## config.mk

```make
export PLATFORM = sky130hd
export DESIGN_NAME = tag_frame_ctrl_flat
export DESIGN_NICKNAME = d
export VERILOG_FILES = /design/src/rtl/tag_frame_ctrl_if.sv /design/src/rtl/tag_frame_ctrl.sv /design/src/flat_wrapper.sv
export SDC_FILE = /design/constraint.sdc
export NUM_CORES = 1
export LEC_CHECK = 0
export BUFFER_PORTS_ARGS = -buffer_cell sky130_fd_sc_hd__buf_4
export CORE_MARGIN = 10
export CORE_UTILIZATION = 40
export DETAILED_ROUTE_END_ITERATION = 8
export PLACE_DENSITY = 0.7
export SKIP_CTS_REPAIR_TIMING = 1
export SLEW_MARGIN = 20
export SYNTH_ARGS = -nofsm -noshare
export SYNTH_HDL_FRONTEND = slang
export SYNTH_SLANG_ARGS = --single-unit
```

## constraint.sdc

```tcl
create_clock -name clk -period 7.6 [get_ports clk]
set_clock_uncertainty 0.15 [all_clocks]
set_input_delay 2.28 -clock clk [delete_from_list [all_inputs] [get_ports clk]]
set_output_delay 2.28 -clock clk [all_outputs]
set_load 0.02 [all_outputs]
```

## src/rtl/tag_frame_ctrl_if.sv

```systemverilog
// Frame hand-off bus between tag_frame_ctrl and the host logic.
//   frame       : captured payload, first-received bit in the MSB
//   frame_valid : frame is held and stable
//   frame_ack   : single-cycle strobe from the consumer
// master = frame producer (tag_frame_ctrl), slave = host consumer.
interface tag_frame_ctrl_if #(
  parameter int unsigned FRAME_BITS = 44
);
  logic [FRAME_BITS-1:0] frame;
  logic                  frame_valid;
  logic                  frame_ack;

  modport master (output frame, output frame_valid, input frame_ack);
  modport slave  (input frame, input frame_valid, output frame_ack);
endinterface

```

## src/rtl/tag_frame_ctrl.sv

```systemverilog
// Frame-level controller behind the FSK frequency decoder of the 125 kHz reader.
// Recovers a bit clock from the carrier pulses, slices the demodulated data,
// hunts for the tag preamble, captures a fixed-length frame and hands it to
// the host over a valid/ack handshake. Also drives the decoder clear.
// Ports:
//   clk, rst          : clock, asynchronous active-high reset
//   enable_i          : level, 1 = run
//   sq_wv_i           : raw carrier square wave (async)
//   data_in_i         : demodulated bit from the decoder (async)
//   dec_clear_o       : decoder manual clear
//   busy_o            : high while capturing a frame
//   carrier_ok_o      : carrier pulse seen within the last LOSS_CYCLES
//   carrier_lost_o    : one-cycle pulse on carrier loss
//   fbus              : frame / frame_valid / frame_ack hand-off
module tag_frame_ctrl #(
  parameter int unsigned        BIT_TICKS   = 50,
  parameter int unsigned        PRE_LEN     = 8,
  parameter logic [PRE_LEN-1:0] PREAMBLE    = PRE_LEN'(8'h1D),
  parameter int unsigned        FRAME_BITS  = 44,
  parameter int unsigned        LOSS_CYCLES = 4096
) (
  input  logic             clk,
  input  logic             rst,
  input  logic             enable_i,
  input  logic             sq_wv_i,
  input  logic             data_in_i,
  output logic             dec_clear_o,
  output logic             busy_o,
  output logic             carrier_ok_o,
  output logic             carrier_lost_o,
  tag_frame_ctrl_if.master fbus
);

  localparam int unsigned TC_W = $clog2(BIT_TICKS);
  localparam int unsigned BC_W = $clog2(FRAME_BITS + 1);
  localparam int unsigned LC_W = $clog2(LOSS_CYCLES + 1);

  localparam logic [TC_W-1:0] TC_MAX  = TC_W'(BIT_TICKS - 1);
  localparam logic [TC_W-1:0] TC_HALF = TC_W'(BIT_TICKS / 2);
  localparam logic [BC_W-1:0] BC_LAST = BC_W'(FRAME_BITS - 1);
  localparam logic [LC_W-1:0] LC_SAT  = LC_W'(LOSS_CYCLES);
  localparam logic [LC_W-1:0] LC_EDGE = LC_W'(LOSS_CYCLES - 1);

  typedef enum logic [1:0] {
    ST_IDLE    = 2'd0,
    ST_HUNT    = 2'd1,
    ST_CAPTURE = 2'd2,
    ST_HOLD    = 2'd3
  } state_t;

  state_t state_q, state_d;

  // Synchronisers plus one edge register each; tick/dedge are registered compares.
  logic [1:0] sq_sync_q, dat_sync_q;
  logic       sq_prev_q, dat_prev_q;
  logic       tick_q, dedge_q;

  logic [TC_W-1:0] tick_cnt_q;
  logic [LC_W-1:0] loss_cnt_q;
  logic            carrier_ok_q, carrier_lost_q;

  logic [PRE_LEN-1:0]    pat_q, pat_d;
  logic [FRAME_BITS-1:0] frame_q, frame_d;
  logic [BC_W-1:0]       bit_cnt_q, bit_cnt_d;
  logic                  frame_valid_q, frame_valid_d;
  logic                  dec_clear_q, dec_clear_d;
  logic                  busy_q, busy_d;

  logic                  sample_c, loss_evt_c, last_bit_c, pre_match_c;
  logic [PRE_LEN-1:0]    pat_shift_c;
  logic [FRAME_BITS-1:0] frame_shift_c;

  // dat_prev_q is the synchronised data aligned with dedge_q.
  assign sample_c      = tick_q && (tick_cnt_q == TC_HALF);
  assign loss_evt_c    = !tick_q && (loss_cnt_q == LC_EDGE);
  assign last_bit_c    = (bit_cnt_q == BC_LAST);
  assign pat_shift_c   = PRE_LEN'({pat_q, dat_prev_q});
  assign frame_shift_c = FRAME_BITS'({frame_q, dat_prev_q});
  assign pre_match_c   = (pat_shift_c == PREAMBLE);

  // Input synchronisers and edge detection.
  always_ff @(posedge clk or posedge rst) begin
    if (rst) begin
      sq_sync_q  <= '0;
      dat_sync_q <= '0;
      sq_prev_q  <= 1'b0;
      dat_prev_q <= 1'b0;
      tick_q     <= 1'b0;
      dedge_q    <= 1'b0;
    end else begin
      sq_sync_q  <= {sq_sync_q[0], sq_wv_i};
      dat_sync_q <= {dat_sync_q[0], data_in_i};
      sq_prev_q  <= sq_sync_q[1];
      dat_prev_q <= dat_sync_q[1];
      tick_q     <= sq_sync_q[1] & ~sq_prev_q;
      dedge_q    <= dat_sync_q[1] ^ dat_prev_q;
    end
  end

  // Bit timer: a data edge re-centres the cell and beats a same-cycle tick.
  always_ff @(posedge clk or posedge rst) begin
    if (rst) begin
      tick_cnt_q <= '0;
    end else if (dedge_q) begin
      tick_cnt_q <= '0;
    end else if (tick_q) begin
      tick_cnt_q <= (tick_cnt_q == TC_MAX) ? '0 : tick_cnt_q + TC_W'(1);
    end
  end

  // Carrier loss timer; saturation stops repeated loss pulses until a tick.
  always_ff @(posedge clk or posedge rst) begin
    if (rst) begin
      loss_cnt_q     <= '0;
      carrier_ok_q   <= 1'b0;
      carrier_lost_q <= 1'b0;
    end else begin
      carrier_lost_q <= loss_evt_c;
      if (tick_q) begin
        loss_cnt_q   <= '0;
        carrier_ok_q <= 1'b1;
      end else begin
        if (loss_cnt_q != LC_SAT) loss_cnt_q <= loss_cnt_q + LC_W'(1);
        if (loss_evt_c) carrier_ok_q <= 1'b0;
      end
    end
  end

  // FSM state register.
  always_ff @(posedge clk or posedge rst) begin
    if (rst) state_q <= ST_IDLE;
    else     state_q <= state_d;
  end

  // Next-state logic: enable drop > carrier loss > sample/ack.
  always_comb begin
    state_d = state_q;
    if (!enable_i) begin
      state_d = ST_IDLE;
    end else begin
      unique case (state_q)
        ST_IDLE:    state_d = ST_HUNT;
        ST_HUNT:    if (!loss_evt_c && sample_c && pre_match_c) state_d = ST_CAPTURE;
        ST_CAPTURE: begin
          if (loss_evt_c)                  state_d = ST_HUNT;
          else if (sample_c && last_bit_c) state_d = ST_HOLD;
        end
        ST_HOLD:    if (fbus.frame_ack) state_d = ST_HUNT;
        default:    state_d = ST_IDLE;
      endcase
    end
  end

  // Output / datapath next values.
  always_comb begin
    pat_d         = pat_q;
    frame_d       = frame_q;
    bit_cnt_d     = bit_cnt_q;
    frame_valid_d = frame_valid_q;
    dec_clear_d   = 1'b0;
    busy_d        = (state_d == ST_CAPTURE);
    if (!enable_i) begin
      pat_d         = '0;
      bit_cnt_d     = '0;
      frame_valid_d = 1'b0;
      dec_clear_d   = 1'b1;
    end else begin
      unique case (state_q)
        ST_IDLE: begin
          pat_d         = '0;
          frame_valid_d = 1'b0;
          dec_clear_d   = 1'b1;  // held for the first HUNT cycle as well
        end
        ST_HUNT: begin
          if (loss_evt_c) begin
            pat_d       = '0;
            dec_clear_d = 1'b1;
          end else if (sample_c) begin
            pat_d = pat_shift_c;
            if (pre_match_c) begin
              bit_cnt_d = '0;
              frame_d   = '0;
            end
          end
        end
        ST_CAPTURE: begin
          if (loss_evt_c) begin
            pat_d       = '0;
            frame_d     = '0;
            bit_cnt_d   = '0;
            dec_clear_d = 1'b1;
          end else if (sample_c) begin
            frame_d   = frame_shift_c;
            bit_cnt_d = bit_cnt_q + BC_W'(1);
            if (last_bit_c) frame_valid_d = 1'b1;
          end
        end
        ST_HOLD: begin
          if (fbus.frame_ack) begin
            frame_valid_d = 1'b0;
            pat_d         = '0;
          end
        end
        default: ;
      endcase
    end
  end

  // Datapath and registered outputs.
  always_ff @(posedge clk or posedge rst) begin
    if (rst) begin
      pat_q         <= '0;
      frame_q       <= '0;
      bit_cnt_q     <= '0;
      frame_valid_q <= 1'b0;
      dec_clear_q   <= 1'b1;
      busy_q        <= 1'b0;
    end else begin
      pat_q         <= pat_d;
      frame_q       <= frame_d;
      bit_cnt_q     <= bit_cnt_d;
      frame_valid_q <= frame_valid_d;
      dec_clear_q   <= dec_clear_d;
      busy_q        <= busy_d;
    end
  end

  assign dec_clear_o      = dec_clear_q;
  assign busy_o           = busy_q;
  assign carrier_ok_o     = carrier_ok_q;
  assign carrier_lost_o   = carrier_lost_q;
  assign fbus.frame       = frame_q;
  assign fbus.frame_valid = frame_valid_q;

endmodule
```

## src/flat_wrapper.sv

```systemverilog
// flat-port wrapper written by rule: the top's interface ports become plain ports
module tag_frame_ctrl_flat 
#(
  parameter int unsigned        BIT_TICKS   = 50,
  parameter int unsigned        PRE_LEN     = 8,
  parameter logic [PRE_LEN-1:0] PREAMBLE    = PRE_LEN'(8'h1D),
  parameter int unsigned        FRAME_BITS  = 44,
  parameter int unsigned        LOSS_CYCLES = 4096
)
  (clk, rst, enable_i, sq_wv_i, data_in_i, dec_clear_o, busy_o, carrier_ok_o, carrier_lost_o, fbus_frame, fbus_frame_valid, fbus_frame_ack);
  tag_frame_ctrl_if #(.FRAME_BITS(FRAME_BITS)) fbus_i ();
  input  logic clk;
  input  logic rst;
  input  logic enable_i;
  input  logic sq_wv_i;
  input  logic data_in_i;
  output logic dec_clear_o;
  output logic busy_o;
  output logic carrier_ok_o;
  output logic carrier_lost_o;
  output wire logic [$bits(fbus_i.frame)-1:0] fbus_frame;
  output wire logic [$bits(fbus_i.frame_valid)-1:0] fbus_frame_valid;
  input wire logic [$bits(fbus_i.frame_ack)-1:0] fbus_frame_ack;
  assign fbus_frame = fbus_i.frame;
  assign fbus_frame_valid = fbus_i.frame_valid;
  assign fbus_i.frame_ack = fbus_frame_ack;
  tag_frame_ctrl #(.BIT_TICKS(BIT_TICKS), .PRE_LEN(PRE_LEN), .PREAMBLE(PREAMBLE), .FRAME_BITS(FRAME_BITS), .LOSS_CYCLES(LOSS_CYCLES)) u_core (.clk(clk), .rst(rst), .enable_i(enable_i), .sq_wv_i(sq_wv_i), .data_in_i(data_in_i), .dec_clear_o(dec_clear_o), .busy_o(busy_o), .carrier_ok_o(carrier_ok_o), .carrier_lost_o(carrier_lost_o), .fbus(fbus_i));
endmodule
```

==> impl_metrics.json, run 1 <==
{
  "outcome": "completed",
  "fin_util_pct": 49.2,
  "placed_cells": 500,
  "cts.sinks": 91,
  "p_per_area_mw_per_mm2": 203,
  "cts_buffers": 9,
  "clkSlewWorstSetupHoldPaths_ns": 0.10,
  "synth_area_mm2": 0.00389,
  "hold_viol": 0,
  "vias": 2766,
  "synth_edf_count": 0,
  "dp_hpwl_mm": 5.70,
  "tightest_slew_ns": 0.828,
  "finalSetupViolCount": 0,
  "cap_violations": 0,
  "timing.rr.end": "u_core.fbus.frame[30]",
  "syn-instance-count": 330,
  "instances_no_fill": 516,
  "grt_pass1_vias": 2824,
  "max_slew_margin_pct": 44.8,
  "crit_type": "register to primary output",
  "die_h_um": 119,
  "rsz0062_at_grt": "false",
  "area_growth_pct": 18.6,
  "finalCriticalPeriod_ns": 3.45,
  "final_nets": 398,
  "detail-route-antenna-nets": 0,
  "grt-ovfl-total": 0,
  "grt_usage_pct": 12.0,
  "synth-warning-count": 0,
  "synthFlopType": "dfrtp_1",
  "routabilityCongestion": 0.826,
  "synth-seq-area-share_pct": 58.6,
  "port_buffers": 54,
  "critPathMaxStageDelay_ns": 0.53,
  "slowest_stage": "dfstp_2",
  "reg2reg_slack_ns": 4.66,
  "yosysUniqueCellTypes": 46,
  "endpoint": "dec_clear_o",
  "worst-path-max-fanout": 1,
  "placed_area_mm2": 0.00439,
  "fin_tns_setup_ns": 0,
  "htree_levels": 3,
  "cts-root-buf": "clkbuf_8",
  "crit_path_start": "u_core.dec_clear_o",
  "grt_pass1_wl_mm": 14.2,
  "async_reset_ff_share_pct": 100,
  "wl_met3_um": 295,
  "start_util_pct": 41.5,
  "timing.fmax_mhz": 290,
  "first_pass_iters": 5,
  "avgSynthCellArea_um2": 11.8,
  "wl_per_cell_um": 15.9,
  "cp.arrival_ns": 1.02,
  "cts_tree": "built",
  "min_period_over_period_pct": 45.4,
  "grt_max_degree": 60,
  "ys_ff_latch": 91,
  "path_delay_family": "flip-flops",
  "drtIter0Drc": 130,
  "crit_chain": "buf_4",
  "fp.dieW_um": 119,
  "synth_nets": 346,
  "r2r-start": "u_core.tick_q",
  "fp.dieArea_mm2": 0.0141,
  "row_count": 35,
  "hold_class": "register to register",
  "top_layer_used": "met4",
  "rr_worst_depth": 5,
  "ir_drop_uv": 119,
  "grt_antenna_before_repair": 0,
  "ios": 55,
  "drive_gt1_share_pct": 20.4,
  "wl_met2_mm": 3.99,
  "drt-total-wl_mm": 8.18,
  "required_ns": 5.17,
  "drv_slew": 0,
  "num_antenna_cells": 0,
  "via_per_inst": 5.36,
  "final_area_mm2": 0.00461,
  "cp_num_buf_inv": 1,
  "core_mm2": 0.00937,
  "route.detailed.drc": 0,
  "ctsLongestPathBuffers": 2,
  "setup.worst_path.end_class": "primary output",
  "clock_latency_ns": 0.36,
  "leakage_nw": 2.21,
  "critPathLaunchType": "register",
  "met1Wirelength_mm": 3.74,
  "critical_path_cell_count": 1
}
==> cell usage after synthesis, drive strengths merged (2+ instances only) <==
| master | count | area, um^2 |
|---|---|---|
| o41ai | 3 | 26.3 |
| xnor2 | 5 | 43.8 |
| a22o | 52 | 455 |
| nand4b | 2 | 17.5 |
| and4 | 2 | 20.0 |
| o21ai | 11 | 55.1 |
| and3b | 3 | 26.3 |
| nand2 | 21 | 78.8 |
| and4b | 2 | 20.0 |
| a21oi | 7 | 35.0 |
| nor4b | 3 | 26.3 |
| and3 | 3 | 18.8 |
| nand3 | 15 | 75.1 |
| nor2b | 2 | 12.5 |
| nor4 | 2 | 18.8 |
| buf | 7 | 66.3 |
| xor2 | 7 | 61.3 |
| nor2 | 27 | 101 |
| a31oi | 2 | 12.5 |
| clkbuf | 9 | 33.8 |
| dfrtp | 90 | 2250 |
| nand4 | 6 | 37.5 |
| nor3 | 6 | 30.0 |
| or4 | 4 | 30.0 |
| or2 | 2 | 12.5 |
| ha | 10 | 125 |
| o31ai | 3 | 22.5 |
| inv | 9 | 33.8 |
==> routing by layer <==
metal | global-route usage [%] | vias up
met5 | 0 | -
met4 | 5.27 | 0
met3 | 2.95 | 8
met2 | 19.1 | 50
met1 | 15.2 | 1387
li1 | - | 1321
==> worst min path at each step <==
stage	from	to	slack, ns	cells after the start
6_report	u_core.sq_sync_q[0]	u_core.sq_sync_q[1]	0.21	0
5_1_grt	u_core.dat_sync_q[0]	u_core.dat_sync_q[1]	0.23	0
3_5_place_dp	u_core.sq_sync_q[0]	u_core.sq_sync_q[1]	0.19	0
2_1_floorplan	u_core.dat_sync_q[0]	u_core.dat_sync_q[1]	0.18	0
3_3_place_gp	u_core.sq_sync_q[0]	u_core.sq_sync_q[1]	0.18	0
4_1_cts	u_core.sq_sync_q[0]	u_core.sq_sync_q[1]	0.21	0
==> layout by cell type (no fill, tap or decap), drive strengths merged, types with 2 or more instances in the layout <==
master,synthesis,routed
buf,7,57
and4,2,2
and4b,2,2
nor2b,2,2
dfrtp,90,90
clkbuf,9,10
o21ai,11,11
o41ai,3,3
bufinv,0,2
a21oi,7,7
nand2,21,21
ha,10,10
nor3,6,6
and3,3,3
nand4b,2,2
clkinv,1,3
xnor2,5,5
o31ai,3,3
nand3,15,15
a31oi,2,2
or2,2,2
inv,9,10
nand4,6,6
nor4,2,2
a22o,52,52
or4,4,4
nor2,27,27
and3b,3,3
nor4b,3,3
xor2,7,7
==> logic make-up after synthesis <==
group | count (synthesis) | share of synthesized area, %
compound gates | 85 | 17.1
xor+xnor | 12 | 2.70
fa+ha+maj | 10 | 3.22
buf+inv | 26 | 3.54
flops | 91 | 58.6
mux | 1 | 0.290
simple gates | 105 | 14.6
==> per-stage QoR <==
stage                     setup slack, ns  total power, mW  hold WS, ns
after floorplan                      2.81            0.570        0.181
after global placement               3.93            0.583        0.184
after detailed placement             3.89            0.586        0.189
after CTS                            4.13            0.949        0.210
after global routing                 4.10            0.982        0.225
final                                4.15            0.937        0.209
==> registers in the layout, indices dropped and copies added, names as in the netlist, 2 cells and up <==
register,flops
u_core.state_q,2
u_core.dat_sync_q,2
u_core.fbus.frame,44
u_core.tick_cnt_q,6
u_core.pat_q,7
u_core.bit_cnt_q,6
u_core.sq_sync_q,2
u_core.loss_cnt_q,13
==> power by group <==
group / leakage, nW / total, mW / internal, mW / switching [mW]
sequential: 1.24 / 0.512 / 0.496 / 0.0163
clock: 0.109 / 0.361 / 0.189 / 0.172
combinational: 0.859 / 0.0636 / 0.0236 / 0.0401
==> area by class of cell <==
class / instances / area [um^2]
fillers: 874 / 4760
flip-flops and latches: 91 / 2280
multi-input cells: 213 / 1480
repair buffers: 57 / 428
well taps: 129 / 161
clock buffers: 10 / 128
clock inverters: 6 / 96.3
inverters: 10 / 38.8
Note: power is estimated with default switching activity, not from simulation.
==> run 2: changes to the inputs <==
--- a/config.mk
+++ b/config.mk
@@ -9,7 +9,7 @@
 export CORE_MARGIN = 10
 export CORE_UTILIZATION = 40
 export DETAILED_ROUTE_END_ITERATION = 8
-export PLACE_DENSITY = 0.7
+export PLACE_DENSITY = 0.72
 export SKIP_CTS_REPAIR_TIMING = 1
 export SLEW_MARGIN = 20
 export SYNTH_ARGS = -nofsm -noshare
==> constraint.sdc (replaced) <==
create_clock -name clk -period 2.95 [get_ports clk]
set_clock_uncertainty 0.15 [all_clocks]
set_input_delay 0.885 -clock clk [delete_from_list [all_inputs] [get_ports clk]]
set_output_delay 0.885 -clock clk [all_outputs]
set_load 0.02 [all_outputs]
==> impl_metrics.json, run 2 (synthesized netlist as in run 1, its figures left out) <==
{
  "p_per_area_mw_per_mm2": 497,
  "drive_gt1_share_pct": 21.5,
  "grt_pass1_vias": 2647,
  "mostFrequentLayoutCell": "dfrtp_1",
  "first_pass_iters": 5,
  "die_h_um": 119,
  "fp.dieArea_mm2": 0.0141,
  "hold_start": "u_core.dat_sync_q[0]",
  "max_slew_margin_pct": 61.4,
  "detail-route-antenna-nets": 0,
  "grt_antenna_before_repair": 0,
  "timing.final.ws_setup_ns": 0.259,
  "critPathLaunchType": "register",
  "fin_tns_setup_ns": 0,
  "holdPathEnd": "u_core.dat_sync_q[1]",
  "largest_reg_flops": 44,
  "outcome": "completed",
  "dp_hpwl_mm": 5.49,
  "leakage_nw": 2.21,
  "worst-path-max-fanout": 11,
  "grt_max_degree": 92,
  "vias": 2787,
  "rr_worst_depth": 7,
  "grt_usage_pct": 11.5,
  "core_mm2": 0.00937,
  "final_cell_mix": "dfrtp_1 (90), buf_4 (59), a22o_1 (52)",
  "pre_cts_ws_ns": 0.273,
  "fp.dieW_um": 119,
  "rsz0062_at_grt": "false",
  "hold_class": "register to register",
  "via_per_inst": 5.36,
  "tightest_slew_ns": 0.579,
  "port_buffers": 54,
  "row_count": 35,
  "ios": 55,
  "r2r-start": "u_core.state_q[1]",
  "cts-root-buf": "clkbuf_8",
  "crit_type": "register to register",
  "reg2reg_slack_ns": 0.26,
  "clock_latency_ns": 0.36,
  "grt-ovfl-total": 0,
  "wl_per_cell_um": 15.4,
  "num_antenna_cells": 0,
  "htree_levels": 3,
  "ir_drop_uv": 271,
  "drtIter0Drc": 169,
  "drv_slew": 0,
  "clkSlewWorstSetupHoldPaths_ns": 0.09,
  "drt-total-wl_mm": 7.99,
  "timing.fmax_mhz": 372,
  "min_period_over_period_pct": 91.2,
  "grt_pass1_wl_mm": 13.7,
  "cap_violations": 0,
  "cts_buffers": 9,
  "required_ns": 3.08,
  "final_nets": 402,
  "routabilityCongestion": 0.849,
  "timing.rr.end": "u_core.bit_cnt_q[4]",
  "start_util_pct": 41.5,
  "hold_viol": 0,
  "cts_tree": "built",
  "cp.arrival_ns": 2.82,
  "area_growth_pct": 19.2,
  "route.detailed.drc": 0,
  "finalCriticalPeriod_ns": 2.69,
  "finalSetupViolCount": 0,
  "ctsLongestPathBuffers": 2,
  "cts.sinks": 91,
  "setup.worst_path.end_class": "register",
  "min_path_cells": 0
}
-- run 2: cell types whose count changed in the layout (fill, tap and decap cells not counted), sizes merged --
cell,previous run,this run
clkinvlp,1,3
buf,57,61
bufinv,2,0
clkinv,3,1
inv,10,12
-- run 2: how the worst max path moves through the flow --
stage | from | to | slack (ns)
3_3_place_gp | u_core.state_q[1] | u_core.bit_cnt_q[4] | 0.32
3_5_place_dp | u_core.state_q[1] | u_core.bit_cnt_q[4] | 0.27
5_1_grt | u_core.loss_cnt_q[0] | u_core.fbus.frame[34] | 0.15
6_report | u_core.state_q[1] | u_core.bit_cnt_q[4] | 0.26
2_1_floorplan | u_core.state_q[1] | u_core.bit_cnt_q[5] | 0.31
4_1_cts | u_core.state_q[1] | u_core.bit_cnt_q[4] | 0.26
-- run 2: area by class of cell --
| cell class | instances | area (um^2) |
|---|---|---|
| multi-input combinational | 213 | 1480 |
| tap | 129 | 161 |
| clock inverter | 6 | 52.6 |
| sequential | 91 | 2280 |
| timing repair buffer | 61 | 483 |
| fill | 838 | 4740 |
| inverter | 10 | 41.3 |
| clock buffer | 10 | 138 |
-- run 2: per-layer routing --
layer | wire [um] | track usage (%) | vias to the layer above
met2 | 3850 | 17.7 | 61
li1 | - | - | 1330
met5 | 0 | 0 | -
met1 | 3700 | 14.8 | 1390
met3 | 336 | 3.24 | 6
met4 | 105 | 4.66 | 0
-- run 2: worst max-delay path: stages (launching register included) --
cell and delay [ns]:
dfrtp_1 0.44, inv_1 0.09, ha_1 0.25, or4b_1 0.46, or4_1 0.42, and4_4 0.23
or4_1 0.50, o211ai_1 0.09
-- run 2: where the power goes --
group / internal (mW) / switching [mW] / total [mW]
clock network: 0.344 / 0.471 / 0.815
registers: 1.28 / 0.0368 / 1.31
logic: 0.0652 / 0.110 / 0.176
-- run 2: stage by stage --
step / power [mW] / hold WS (ns) / utilization, % / instances / cell area, um^2
2_1_floorplan: 1.47 / 0.181 / - / 330 / 3890
3_3_place_gp: 1.50 / 0.188 / 47.4 / 504 / 4440
3_5_place_dp: 1.52 / 0.185 / 47.4 / 504 / 4440
4_1_cts: 2.33 / 0.205 / 49.4 / 520 / 4630
5_1_grt: 2.41 / 0.213 / 49.4 / 520 / 4630
6_report: 2.30 / 0.202 / 49.4 / 520 / 4630
